## config.mk

```make
export PLATFORM = sky130hd
export DESIGN_NAME = data_packet_tx
export DESIGN_NICKNAME = d
export VERILOG_FILES = /design/src/rtl/data_link_pkg.sv /design/src/rtl/data_packet_tx.sv
export SDC_FILE = /design/constraint.sdc
export NUM_CORES = 1
export LEC_CHECK = 0
export CAP_MARGIN = 15
export CORE_UTILIZATION = 47
export DETAILED_ROUTE_END_ITERATION = 12
export GPL_TIMING_DRIVEN = 0
export PLACE_DENSITY = 0.8
export SYNTH_ARGS = -nofsm -noshare
export SYNTH_HDL_FRONTEND = slang
export SYNTH_SLANG_ARGS = --single-unit
```

## constraint.sdc

```tcl
create_clock -name clk -period 2.9 [get_ports clk]
set_clock_uncertainty 0.2 [all_clocks]
set_input_delay 0.58 -clock clk [delete_from_list [all_inputs] [get_ports clk]]
set_output_delay 0.58 -clock clk [all_outputs]
set_load 0.005 [all_outputs]
```

## src/rtl/data_link_pkg.sv

```systemverilog
// Shared definitions for the DataCapture-to-host byte link: packet constants,
// field widths and the one-hot transmit FSM encoding.
package data_link_pkg;

   localparam logic [7:0] DEFAULT_HDR_BYTE  = 8'hA5;
   localparam int         DEFAULT_STALL_MAX = 1023;
   localparam int         LEN_W             = 7;
   localparam int         SAMPLE_W          = 16;

   typedef enum logic [8:0] {
      S_IDLE    = 9'b000000001,
      S_HDR     = 9'b000000010,
      S_LEN     = 9'b000000100,
      S_EVT     = 9'b000001000,
      S_FETCH   = 9'b000010000,
      S_WAITV   = 9'b000100000,
      S_SEND_HI = 9'b001000000,
      S_SEND_LO = 9'b010000000,
      S_CSUM    = 9'b100000000
   } txState_e;

endpackage

```

## src/rtl/data_packet_tx.sv

```systemverilog
// Pops 16-bit samples from the capture FIFO and frames them as
// HDR, LEN, EVT, payload bytes, CSUM for the byte transmitter.
module data_packet_tx
   import data_link_pkg::*;
#(
   parameter logic [7:0] HDR_BYTE  = DEFAULT_HDR_BYTE,
   parameter int         STALL_MAX = DEFAULT_STALL_MAX
) (
   input  logic                clk,
   input  logic                rst_n,
   input  logic                dataReadyToRead,
   input  logic                dataValid,
   input  logic [SAMPLE_W-1:0] dataIn,
   input  logic [LEN_W-1:0]    dataLength,
   input  logic [7:0]          numEventsToAdd,
   output logic                dataRead,
   output logic [7:0]          txByte,
   output logic                txValid,
   input  logic                txReady,
   output logic                busy,
   output logic                packetDone,
   output logic                abortErr
);

   localparam int             SW        = $clog2(STALL_MAX + 1);
   localparam logic [SW-1:0]  STALL_LIM = SW'(STALL_MAX);
   localparam logic [SW-1:0]  STALL_ONE = SW'(1);

   txState_e            state_q, state_d;
   logic [LEN_W-1:0]    len_q, len_d;
   logic [LEN_W-1:0]    rem_q, rem_d;
   logic [7:0]          evt_q, evt_d;
   logic [SAMPLE_W-1:0] sample_q, sample_d;
   logic [7:0]          csum_q, csum_d;
   logic [SW-1:0]       stall_q, stall_d;
   logic                abort_q, abort_d;
   logic                done_q, done_d;
   logic                fire;

   always_ff @(posedge clk or negedge rst_n) begin
      if (!rst_n) begin
         state_q  <= S_IDLE;
         len_q    <= '0;
         rem_q    <= '0;
         evt_q    <= '0;
         sample_q <= '0;
         csum_q   <= '0;
         stall_q  <= '0;
         abort_q  <= 1'b0;
         done_q   <= 1'b0;
      end else begin
         state_q  <= state_d;
         len_q    <= len_d;
         rem_q    <= rem_d;
         evt_q    <= evt_d;
         sample_q <= sample_d;
         csum_q   <= csum_d;
         stall_q  <= stall_d;
         abort_q  <= abort_d;
         done_q   <= done_d;
      end
   end

   // The presented byte depends only on state, so it holds steady through txReady stalls.
   always_comb begin
      txValid = 1'b0;
      txByte  = 8'h00;
      unique case (state_q)
         S_HDR:     begin txValid = 1'b1; txByte = HDR_BYTE;          end
         S_LEN:     begin txValid = 1'b1; txByte = {1'b0, len_q};     end
         S_EVT:     begin txValid = 1'b1; txByte = evt_q;             end
         S_SEND_HI: begin txValid = 1'b1; txByte = sample_q[15:8];    end
         S_SEND_LO: begin txValid = 1'b1; txByte = sample_q[7:0];     end
         S_CSUM:    begin txValid = 1'b1; txByte = csum_q;            end
         default:   begin txValid = 1'b0; txByte = 8'h00;             end
      endcase
   end

   assign fire = txValid & txReady;

   always_comb begin
      state_d  = state_q;
      len_d    = len_q;
      rem_d    = rem_q;
      evt_d    = evt_q;
      sample_d = sample_q;
      csum_d   = csum_q;
      stall_d  = stall_q;
      abort_d  = abort_q;
      done_d   = 1'b0;
      dataRead = 1'b0;
      unique case (state_q)
         S_IDLE: begin
            if (dataReadyToRead) begin
               len_d   = dataLength;
               rem_d   = dataLength;
               evt_d   = numEventsToAdd;
               csum_d  = 8'h00;
               abort_d = 1'b0;
               state_d = S_HDR;
            end
         end
         S_HDR: begin
            if (fire) state_d = S_LEN;
         end
         S_LEN: begin
            if (fire) begin
               csum_d  = csum_q ^ txByte;
               state_d = S_EVT;
            end
         end
         S_EVT: begin
            if (fire) begin
               csum_d  = csum_q ^ txByte;
               state_d = (len_q == '0) ? S_CSUM : S_FETCH;
            end
         end
         S_FETCH, S_WAITV: begin
            // The stall budget spans both the pop request and the read-latency wait.
            if (stall_q == STALL_LIM) begin
               abort_d = 1'b1;
               stall_d = '0;
               state_d = S_IDLE;
            end else begin
               stall_d = stall_q + STALL_ONE;
               if (state_q == S_FETCH) begin
                  if (dataReadyToRead) begin
                     dataRead = 1'b1;
                     state_d  = S_WAITV;
                  end
               end else if (dataValid) begin
                  sample_d = dataIn;
                  stall_d  = '0;
                  state_d  = S_SEND_HI;
               end
            end
         end
         S_SEND_HI: begin
            if (fire) begin
               csum_d  = csum_q ^ txByte;
               state_d = S_SEND_LO;
            end
         end
         S_SEND_LO: begin
            if (fire) begin
               csum_d  = csum_q ^ txByte;
               rem_d   = rem_q - 1'b1;
               state_d = (rem_q == 7'd1) ? S_CSUM : S_FETCH;
            end
         end
         S_CSUM: begin
            if (fire) begin
               done_d  = 1'b1;
               state_d = S_IDLE;
            end
         end
         default: state_d = S_IDLE;
      endcase
   end

   assign busy       = (state_q != S_IDLE);
   assign packetDone = done_q;
   assign abortErr   = abort_q;

endmodule

```

==> results.tsv <==
metric	value	unit
result of the run	finished with violations	
failing checks	setup timing	
Wirelength per Cell	18.5	um
final-report max-slew violation count	0	
kind of path behind the tightest hold check	in -> async	
drt via density	6.09	
endpoint required time on the critical path	2.12	ns
initial cell density of the core	0.497	
area added between synthesis and finish	31.1	%
internal power	2.14	mW
Relative slew margins	0.434	
pwr dens	733	nW/um2
count of routing violations after the opening detailed-route iteration	346	
number of rows created at floorplan	31	
Combinational Power Share	0.428	
gate count after technology mapping	402	
leakage power	2.23	nW
min Tclk post-route	3.01	ns
number of top-level pins	49	
area inside the core boundary	7410	um2
fin crit share	1.04	
simple-gate portion of the synthesized area	0.229	
Fin Hold WS	0.129	ns
Net count, final	526	
Synth async-reset ratio	1.00	
Setup violations, final	4	
Remaining DRCs	0	
share of total power in the clock network	0.196	
TritonCTS clock tree	yes	
Die Y-Extent	90.5	um
proportion of layout cells with a drive suffix above 1	0.238	
largest family of logic cells by synthesized area	simple AND/OR/NAND/NOR gates	
count of H-tree levels built during CTS	3	
placement-stage worst setup slack	-0.368	ns
total clock sinks	67	
IR Drop Worst-Case VDD	0.407	mV
post-synthesis xor/xnor area fraction	0.00476	
Sw Share	0.394	
placer congestion estimate	0.875	
slew at the pin closest to its max-slew limit	0.849	ns
number of global-route vias before repair	3452	
Avg Synthesized Cell Area	9.15	um2
sequential area share after synthesis	0.456	
deepest clock path buffer count	2	
element type at the critical path start	register	
flip-flop and latch count after synthesis	67	
unrepaired setup endpoints after global routing	yes	
maximum number of pins on one net before global-route repair	68	
number of flops mapped to enable cells by yosys	0	
endpoint arrival time on the critical path	2.23	ns
total count of hold-check failures in the final report	0	
first-pass GRT wire length	17100	um
multiplexer share of the synthesized area	0.0830	
Primary FF master, synth	dfrtp_1	
Max Clk Rate	333	MHz
estimated wirelength of the detail-placed design	6700	um
number of distinct library cells after synthesis	53	
fraction of power consumed by sequential logic	0.376	
sort of element at the end of the critical path	primary output	
Synthesis Warnings	0	
max_cap viols	0	
Crit Path Max Fanout	6	
Post-Syn Area	3680	um2
Switching Power	1.39	mW
total global routing track utilization	0.266	
path type of the worst setup path	reg -> out	
final sum of negative setup slack	-0.292	ns
number of antenna-violating nets in the routed design	0	
net count of the mapped netlist	441	
DP Area	4280	um2
Die Outline Area	8180	um2
chip width	90.5	um
Synth Area in Compound Gates	0.180	
Clock Latency Late Sink	0.35	ns
antenna fix cells	0	
number of antenna violations at the first check in global routing	0	
final wirelength	10900	um
Via Count	3600	
min setup slack post-route	-0.105	ns
CTS Root Buffer Type	clkbuf_8	
total CTS buffers	9	
Remaining Overflow, GRT	0	
Adder-Cell Fraction of Synth Area	0.0102	
Clock Pin Slew Worst Setup and Hold Paths	0.07	ns
port buffer count	48	
summed area of non-filler cells in the final layout	4820	um2
DRT Pass-1 Iters	6	
==> worst max-delay path, stage by stage, from the launching register on <==
cell and delay (ns):
dfrtp_2 0.45, or4_4 0.62, buf_6 0.16, or3_4 0.37
o22ai_4 0.14, buf_2 0.14
==> cells in the final DEF (no fill, tap or decap), types with 7 or more instances in the layout <==
cell             synthesis  final
buf_2                    7     14
nand2b_1                11     11
buf_6                    2      7
a22oi_1                 11     10
inv_1                    9      8
nor2_1                  23     21
mux2_2                  16     16
clkdlybuf4s50_1          0     36
nand2_1                 80     78
clkbuf_1                12      7
o21ai_0                 25     23
buf_4                    0     24
clkbuf_8                 0     10
dfrtp_1                 66     63
nor3_1                   9      8
nand3_1                 13     13
a22o_1                  11     11
a21oi_1                 20     20
mux2i_1                 11     11
==> sequential cells by signal (all words and copies together), names as in the netlist <==
signal / flops
sample_q: 16
stall_q: 10
state_q: 9
csum_q: 8
evt_q: 8
len_q: 7
rem_q: 7
abortErr: 1
packetDone: 1
==> logic make-up after synthesis <==
kind of cell    count (synthesis)
fa+ha+maj                       3
mux                            28
flops                          67
buf+inv                        30
compound gates                 98
xor+xnor                        2
simple gates                  174
==> stage by stage <==
step                utilization  instances  power, mW
global route              0.651        591       3.72
CTS                       0.638        583       3.35
global placement          0.578        549       2.35
finish                    0.651        591       3.54
detailed placement        0.578        549       2.39
floorplan                     -        402       2.01
==> path summary, 6_finish.rpt <==
path,startpoint,end,slack [ns],cells past startpoint
max in group asynchronous,rst_n,state_q[7]$_DFFE_PN0P_,1.75,1
setup / recovery,state_q[7]$_DFFE_PN0P_,txByte[1],-0.11,5
hold reg to reg,csum_q[1]$_DFFE_PN0P_,csum_q[1]$_DFFE_PN0P_,0.28,1
min in group clk,csum_q[1]$_DFFE_PN0P_,csum_q[1]$_DFFE_PN0P_,0.28,1
setup reg to reg,state_q[1]$_DFFE_PN0P_,sample_q[14]$_DFFE_PN0P_,0.24,7
hold / removal,rst_n,rem_q[4]$_DFFE_PN0P_,0.13,1
==> power groups by stage <==
stage	Combinational, mW	Sequential, mW	Clock (mW)
4_1_cts	1.34	1.31	0.696
3_3_place_gp	1.04	1.31	0
6_report	1.51	1.33	0.692
2_1_floorplan	0.739	1.27	0
3_5_place_dp	1.06	1.33	0
5_1_grt	1.63	1.35	0.741
==> synthesized netlist by cell type, types with 3 or more instances <==
master / n / area, um2
nor3_1: 9 / 45.0
a22o_1: 11 / 96.3
mux2i_1: 11 / 110
a21o_1: 3 / 22.5
dfrtp_1: 66 / 1650
nand2_1: 80 / 300
buf_2: 7 / 35.0
o31ai_1: 4 / 30.0
nand4_1: 6 / 37.5
and3_1: 3 / 18.8
nand3_1: 13 / 65.1
o21ai_0: 25 / 125
nor2b_1: 8 / 50.1
ha_1: 3 / 37.5
a22oi_1: 11 / 82.6
mux2_2: 16 / 180
a21oi_1: 20 / 100
inv_1: 9 / 33.8
nand2b_1: 11 / 68.8
or3_1: 4 / 25.0
nor2_1: 23 / 86.3
nor4_1: 5 / 31.3
and2_1: 3 / 18.8
o22ai_1: 7 / 43.8
clkbuf_1: 12 / 45.0
==> repair_timing <==
action                     in CTS  in global routing
setup endpoints to repair      20                 11
resized for setup              70                 20
pin swaps                      14                 13
setup buffers                  21                 10
hold buffers                    0                  0
==> final cells by class <==
class,count,area [um2]
multi-input combinational,305,2020
fill,561,2590
buffer,17,96.3
timing repair buffer,78,698
clock inverter,5,28.8
inverter,9,33.8
clock buffer,11,141
tap,99,124
sequential,67,1680
==> per-layer routing <==
metal / track usage / wire length (um)
met5: 0 / 0
met4: 0.129 / 396
met3: 0.0488 / 844
met2: 0.451 / 5250
met1: 0.325 / 4430
Note: power is estimated with default switching activity, not from simulation.
